## config.mk

```make
export PLATFORM = sky130hd
export DESIGN_NAME = rip_fetch
export DESIGN_NICKNAME = d
export VERILOG_FILES = /design/src/rtl/rip_fetch.sv
export SDC_FILE = /design/constraint.sdc
export NUM_CORES = 1
export LEC_CHECK = 0
export BUFFER_PORTS_ARGS = -buffer_cell sky130_fd_sc_hd__buf_4
export CORE_UTILIZATION = 55
export DETAILED_ROUTE_END_ITERATION = 6
export PLACE_DENSITY = 0.78
export SETUP_SLACK_MARGIN = 0.4
export SLEW_MARGIN = 40
export SYNTH_ARGS = -nofsm -noshare
export SYNTH_HDL_FRONTEND = slang
export SYNTH_SLANG_ARGS = --single-unit
```

## constraint.sdc

```tcl
create_clock -name clk -period 10.7 [get_ports clk]
set_clock_uncertainty 0.1 [all_clocks]
set_input_delay 1.07 -clock clk [delete_from_list [all_inputs] [get_ports clk]]
set_output_delay 1.07 -clock clk [all_outputs]
set_load 0.02 [all_outputs]
```

## src/rtl/rip_fetch.sv

```systemverilog
// Instruction-fetch stage: credit-limited fetch issue, in-order response FIFO, redirect flush.
// Build macro RIP_FETCH_ALIGN_CHECK_EN enables halt on misaligned redirect targets.
module rip_fetch #(
    parameter logic [31:0] RESET_PC = 32'h0000_0000,
    parameter int unsigned DEPTH    = 2
) (
    input  logic        clk,
    input  logic        rst,
    input  logic        ex_stall,
    input  logic        redirect_valid,
    input  logic [31:0] redirect_pc,
    output logic        imem_req,
    output logic [31:0] imem_addr,
    input  logic        imem_gnt,
    input  logic        imem_rvalid,
    input  logic [31:0] imem_rdata,
    output logic        de_ready,
    output logic [31:0] inst_code,
    output logic [31:0] if_pc,
    output logic        fetch_misaligned
);
    localparam int unsigned PW = (DEPTH > 1) ? $clog2(DEPTH) : 1;
    localparam int unsigned CW = $clog2(DEPTH + 1);
    localparam logic [31:0]   NOP      = 32'h0000_0013;
    localparam logic [PW-1:0] LAST_IDX = PW'(DEPTH - 1);
    localparam logic [PW-1:0] PTR_ONE  = PW'(1);
    localparam logic [CW-1:0] CNT_ONE  = CW'(1);
    localparam logic [CW:0]   CREDITS  = (CW + 1)'(DEPTH);
    localparam logic [0:0]    ST_RUN   = 1'b0;
`ifdef RIP_FETCH_ALIGN_CHECK_EN
    localparam logic [0:0]    ST_HALT  = 1'b1;
`endif

    logic [31:0]   r_pc;
    logic [0:0]    r_state;
    logic [CW-1:0] r_out;
    logic [CW-1:0] r_drop;
    logic [CW-1:0] r_count;
    logic [PW-1:0] r_wr_ptr;
    logic [PW-1:0] r_rd_ptr;
    logic [PW-1:0] r_pcq_wr;
    logic [PW-1:0] r_pcq_rd;
    logic          r_misaligned;
    logic [31:0]   r_last_pc;
    logic [31:0]   r_fifo_data [DEPTH];
    logic [31:0]   r_fifo_pc   [DEPTH];
    logic [31:0]   r_pcq       [DEPTH];

    logic [31:0]   w_redirect_pc;
    logic          w_mis_redir;
    logic [CW:0]   w_credits;
    logic          w_req;
    logic          w_issue;
    logic          w_rsp;
    logic          w_rsp_drop;
    logic          w_rsp_live;
    logic          w_push;
    logic          w_pop;
    logic          w_empty;
    logic [31:0]   w_pc_d;
    logic [0:0]    w_state_d;
    logic [CW-1:0] w_out_d;
    logic [CW-1:0] w_drop_d;
    logic [CW-1:0] w_count_d;

    function automatic logic [PW-1:0] f_inc(input logic [PW-1:0] p);
        return (p == LAST_IDX) ? '0 : p + PTR_ONE;
    endfunction

`ifdef RIP_FETCH_ALIGN_CHECK_EN
    assign w_redirect_pc = redirect_pc;
    assign w_mis_redir   = redirect_valid && (redirect_pc[1:0] != 2'b00);
`else
    assign w_redirect_pc = redirect_pc & ~32'h0000_0003;
    assign w_mis_redir   = 1'b0;
`endif

    // Buffered words plus in-flight fetches (including ones to be dropped) bound new issues.
    assign w_credits  = {1'b0, r_count} + {1'b0, r_out};
    assign w_req      = !rst && (r_state == ST_RUN) && !redirect_valid && (w_credits < CREDITS);
    assign w_issue    = w_req && imem_gnt;
    assign w_rsp      = imem_rvalid && (r_out != '0);
    assign w_rsp_drop = w_rsp && (r_drop != '0);
    assign w_rsp_live = w_rsp && (r_drop == '0);
    assign w_push     = w_rsp_live && !redirect_valid;
    assign w_empty    = (r_count == '0);
    assign w_pop      = !w_empty && !ex_stall && !redirect_valid;

    always_comb begin
        w_pc_d    = r_pc;
        w_state_d = r_state;
        w_out_d   = r_out;
        w_drop_d  = r_drop;
        w_count_d = r_count;
        if (w_issue) begin
            w_out_d = w_out_d + CNT_ONE;
            w_pc_d  = r_pc + 32'd4;
        end
        if (w_rsp) begin
            w_out_d = w_out_d - CNT_ONE;
        end
        if (redirect_valid) begin
            // A response landing in the redirect cycle belongs to the old path.
            w_pc_d    = w_redirect_pc;
            w_drop_d  = w_rsp ? (r_out - CNT_ONE) : r_out;
            w_count_d = '0;
`ifdef RIP_FETCH_ALIGN_CHECK_EN
            w_state_d = w_mis_redir ? ST_HALT : ST_RUN;
`endif
        end else begin
            if (w_rsp_drop) begin
                w_drop_d = r_drop - CNT_ONE;
            end
            if (w_push && !w_pop) begin
                w_count_d = r_count + CNT_ONE;
            end else if (!w_push && w_pop) begin
                w_count_d = r_count - CNT_ONE;
            end
        end
    end

    always_ff @(posedge clk or posedge rst) begin
        if (rst) begin
            r_pc         <= RESET_PC;
            r_state      <= ST_RUN;
            r_out        <= '0;
            r_drop       <= '0;
            r_count      <= '0;
            r_wr_ptr     <= '0;
            r_rd_ptr     <= '0;
            r_pcq_wr     <= '0;
            r_pcq_rd     <= '0;
            r_misaligned <= 1'b0;
            r_last_pc    <= RESET_PC;
        end else begin
            r_pc         <= w_pc_d;
            r_state      <= w_state_d;
            r_out        <= w_out_d;
            r_drop       <= w_drop_d;
            r_count      <= w_count_d;
            r_misaligned <= w_mis_redir;
            r_last_pc    <= if_pc;
            if (redirect_valid) begin
                r_wr_ptr <= '0;
                r_rd_ptr <= '0;
                r_pcq_wr <= '0;
                r_pcq_rd <= '0;
            end else begin
                if (w_push) r_wr_ptr <= f_inc(r_wr_ptr);
                if (w_pop) r_rd_ptr <= f_inc(r_rd_ptr);
                if (w_issue) r_pcq_wr <= f_inc(r_pcq_wr);
                if (w_rsp_live) r_pcq_rd <= f_inc(r_pcq_rd);
            end
        end
    end

    // Storage arrays need no reset; occupancy is tracked by the pointers above.
    always_ff @(posedge clk) begin
        if (w_push) begin
            r_fifo_data[r_wr_ptr] <= imem_rdata;
            r_fifo_pc[r_wr_ptr]   <= r_pcq[r_pcq_rd];
        end
        if (w_issue) begin
            r_pcq[r_pcq_wr] <= r_pc;
        end
    end

    assign imem_req         = w_req;
    assign imem_addr        = r_pc;
    assign de_ready         = w_pop;
    assign inst_code        = w_empty ? NOP : r_fifo_data[r_rd_ptr];
    assign if_pc            = w_empty ? r_last_pc : r_fifo_pc[r_rd_ptr];
    assign fetch_misaligned = r_misaligned;

endmodule

```

# Word level (Yosys, flattened, before mapping)
# Memories as Yosys holds them, arrays and structs flattened.
# Index checks and enable logic that the tools add are counted.
# totals
mem_count	3
regBits	74
elab_cells	80
ramBits	192
# classes
magnitude_cmp	1
reduce_logical	27
n_addsub	12
muxes	28
# mem_list
name	depth	width	read_ports	rd_ports_with_merged_regs	write_ports	line_no	text
r_fifo_data	2	32	1	0	1	45	logic [31:0] r_fifo_data [DEPTH];
r_fifo_pc	2	32	1	0	1	46	logic [31:0] r_fifo_pc [DEPTH];
r_pcq	2	32	1	0	1	47	logic [31:0] r_pcq [DEPTH];
# ops
cell	n
32-bit two-way mux	4
32-bit by 3-bit adder with 32-bit output, second input constant	1
1-bit two-way mux	16
2-bit two-way mux	8
2-bit nonzero test	7
1-bit logical AND	11
2-bit by 1-bit subtractor with 2-bit output, second input constant	4
1-bit logical NOT	6
1-bit adder, second input constant	4
2-bit by 1-bit adder with 2-bit output, second input constant	2
2-bit logical NOT	2
2-bit by 2-bit adder with 3-bit output	1
3-bit by 2-bit less-than comparator with 1-bit output, second input constant	1
3-bit nonzero test	1

# Logic depth before layout (Yosys ltp)
# depth
ltp_word	9
depth_mapped	10

# Worst setup path before layout
# Ideal clock, no wire load.
# synth_timing
path_type	in2reg
start	input port imem_rvalid
end	memory r_fifo_data[1][0], enable pin
required_ns	10.029
path_buffers	0
arrival_time_ns	6.147
setup_slack_ns	3.881
stages	3
path_cell_list	nor2b_1 nand2_1 nor3b_1
# synth_via
elab_chain_len	5
# synth_rtl
element	line_no	text
from (decl)	15	input logic imem_rvalid,
1-bit logical AND	82	assign w_rsp = imem_rvalid && (r_out != '0);
1-bit logical AND	84	assign w_rsp_live = w_rsp && (r_drop == '0);
1-bit logical AND	85	assign w_push = w_rsp_live && !redirect_valid;
1-bit two-way mux	159	if (w_push) begin
1-bit two-way mux (not written as such)	160	r_fifo_data[r_wr_ptr] <= imem_rdata;
to (decl)	45	
# Every way passes these cells.

# Worst setup path after layout
# layout_timing
start	register r_count[0]
end	output port imem_req
# layout_via
elab_chain_len	3
# layout_rtl
element	line_no	text
from (decl)	38	logic [CW-1:0] r_count;
from (signal assigned)	140	r_count <= w_count_d;
2-bit by 2-bit adder with 3-bit output	79	assign w_credits = {1'b0, r_count} + {1'b0, r_out};
3-bit by 2-bit less-than comparator with 1-bit output	80	assign w_req = !rst && (r_state == ST_RUN) && !redirect_valid && (w_credits < CREDITS);
1-bit logical AND	80	
to (decl)	12	output logic imem_req,
# Every way passes these cells.

==> run summary <==
Met3 Wirelength -> 1.79 mm
clock buffer depth -> 3
Worst Reg2Reg Path Length in Cells -> 8
WL final -> 21.3 mm
Tightest Pin Transition -> 0.698 ns
Synth-to-Final Area Change -> 23.2%
final setup violating endpoints -> 0
Highest Signal Layer -> met4
Slew HR -> 53.4%
register share of total power -> 46.2%
kind of critical path -> flip-flop to primary output
min cycle time layout -> 3.58 ns
setup bufs post-CTS -> 0
TritonCTS clock tree -> yes
switching share of power -> 27.8%
post-synthesis register bit count -> 256
Metal-1 WL -> 8.45 mm
drc violations -> 30
Wirelength per Cell -> 19.0 µm
NumNets Final -> 945
GRT Total Usage -> 22.6%
Cell Area, Synth -> 10200 µm²
Leak -> 4.74 nW
last element of the critical path -> imem_req
io pins -> 169
crit path from -> r_count[0]
Seq/Total Area, Yosys -> 71.7%
Clock power frac -> 33.0%
switching pwr -> 0.758 mW
Fmax achieved -> 280 MHz
max-cap violations -> 0
commonest cells in the netlist -> edfxtp_1 (184), dfrtp_1 (72), mux2i_1 (64), nand2_1 (64), nor2_1 (53)
FP Rows -> 49
CTS Hold Bufs -> 0
GPL Wtd Cong -> 0.871
EDFF count, synth -> 184
die width -> 138 µm
top-count cell post-synth -> edfxtp_1
H-Tree Depth -> 1
RSZ-0062 raised after global routing -> no
R2R Path Start -> r_count[0]
core area -> 18100 µm²
post-CTS sizing -> 0
crit share post-route -> 33.4%
setup slack, reg-to-reg -> 7.39 ns
root buffer cell -> clkbuf_16
Setup crit start kind -> flip-flop
WP data required -> 9.53 ns
Fin. Hold Viols -> 0
Non-Filler Instances -> 1120
Clk pin slew, worst setup/hold paths -> 0.06 ns
syn avg cell area -> 14.5 µm²
Setup TNS Final -> 0 ns
crit-path max FO -> 9
DRT Pass-1 Iters -> 7
DIE HEIGHT -> 138 µm
pwr/cell area -> 216 nW/µm²
ratio of cells with drive above 1 in the final layout -> 28.5%
DP Cell Count -> 1071
HP Class -> flip-flop to flip-flop
Max Slew Vio Count -> 0
clock sinks -> 256
remaining global-route overflow -> 0
status -> complete, but fails checks
violated checks -> design-rule violations
number of global-route vias before repair -> 6564
n_diodes -> 0
Ys Warns -> 0
Yosys top cell by area -> edfxtp_1
peak supply drop -> 0.123 mV
TritonCTS Buffers -> 26
reg2reg end -> imem_addr[24]
initial antenna violation count -> 0
routed via count -> 6491
internal power -> 1.97 mW
Layout fillers -> 1226
unique cell type count in the Yosys netlist -> 53
die area -> 19100 µm²
Worst-Skew Late Latency -> 0.51 ns
crit path DAT -> 2.41 ns
met2 WL -> 10.5 mm
global-route wire length before repair -> 34.0 mm
largest net degree at the start of global routing -> 95
asr flop ratio synth -> 28.1%
Comb power frac -> 20.8%
number of nets still failing antenna checks after routing -> 0
Vias/cell -> 5.80
most used flip-flop cell after synthesis -> edfxtp_1
Syn Inst Count -> 703
Final HPWL DP -> 13.8 mm
Critical Path Sink Type -> primary output
Area contributors post-synth -> edfxtp_1 (54%), dfrtp_1 (18%), mux2i_1 (6.3%)
Initial Utilization -> 56.5%
Yosys top cell area share -> 54.1%
DR iter-0 viols -> 492
port buffer count -> 163
-- how the worst min path moves through the flow --
stage	start	end	depth (start not counted)
2_1_floorplan	r_wr_ptr	r_wr_ptr	2
3_3_place_gp	r_last_pc[1]	r_last_pc[1]	1
3_5_place_dp	r_last_pc[0]	r_last_pc[0]	1
4_1_cts	r_last_pc[0]	r_last_pc[0]	1
5_1_grt	r_last_pc[0]	r_last_pc[0]	1
6_report	r_last_pc[0]	r_last_pc[0]	1
-- area by class of cell --
cell class / instances / area, µm² / area share (%)
well taps: 229 / 287 / 2.28
repair buffers: 175 / 1360 / 10.8
clock buffers: 37 / 733 / 5.83
multi-input cells: 401 / 2710 / 21.6
flip-flops and latches: 256 / 7330 / 58.2
clock inverters: 11 / 124 / 0.984
inverters: 11 / 41.3 / 0.328
-- through the flow --
| stage | area [µm²] | utilization, % | total power, mW | worst slack [ns] | hold slack (ns) |
|---|---|---|---|---|---|
| 5_1_grt | 12600 | 69.6 | 2.83 | 6.92 | 0.430 |
| 6_report | 12600 | 69.6 | 2.72 | 7.12 | 0.394 |
| 3_3_place_gp | 11700 | 64.5 | 1.81 | 6.81 | 0.369 |
| 4_1_cts | 12600 | 69.5 | 2.75 | 7.02 | 0.400 |
| 3_5_place_dp | 11700 | 64.7 | 1.85 | 6.72 | 0.387 |
| 2_1_floorplan | 10200 | - | 1.60 | 3.88 | 0.419 |
-- power groups by stage --
stage | Clock (mW) | Combinational [mW] | Sequential (mW)
floorplan | 0 | 0.328 | 1.27
global placement | 0 | 0.535 | 1.28
detailed placement | 0 | 0.567 | 1.28
CTS | 0.915 | 0.572 | 1.26
global route | 0.949 | 0.614 | 1.27
finish | 0.898 | 0.568 | 1.26
-- cells by family (layout without fill, tap and decap cells) --
kind of cell,after synthesis,in the layout,synth area share (%)
flops,256,256,71.7
simple gates,186,186,8.55
compound gates,104,104,6.71
mux,94,94,9.58
buf+inv,48,234,1.97
xor+xnor,10,10,0.857
fa+ha+maj,4,4,0.563
other cells,1,3,0.0367
-- metal layers --
layer	track usage, %	vias up
met4	8.22	0
met2	39.1	304
li1	-	2974
met1	28.3	3161
met5	0	-
met3	4.57	52
-- cell usage in the layout (no fill, tap or decap), types with 6 or more instances in the layout --
master     instances
edfxtp_1         184
buf_4            168
dfrtp_1           71
nand2_1           64
mux2i_1           64
nor2_1            51
o21ai_0           47
mux2_2            30
clkbuf_16         27
nand3_1           18
o311ai_0          11
inv_1             10
a21oi_1            9
o211ai_1           9
a22oi_1            8
nor3_1             8
clkbuf_1           8
xnor2_1            7
and3_1             6
nand4_1            6
-- worst max-delay path, cell delays in order, from the launching register on --
cell	delay, ns
dfrtp_1	0.51
and2_1	0.19
fa_1	0.41
nor4_1	0.53
buf_4	0.25
-- flip-flops by register name (all words and copies together) (netlist names) --
signal / cells
r_count: 2
r_wr_ptr: 1
r_pcq_rd: 1
r_fifo_pc: 60
r_pcq: 60
r_rd_ptr: 1
r_drop: 2
r_fifo_data: 64
imem_addr: 30
r_pcq_wr: 1
r_out: 2
r_last_pc: 32
No activity file was read; power rests on OpenSTA's default activity.
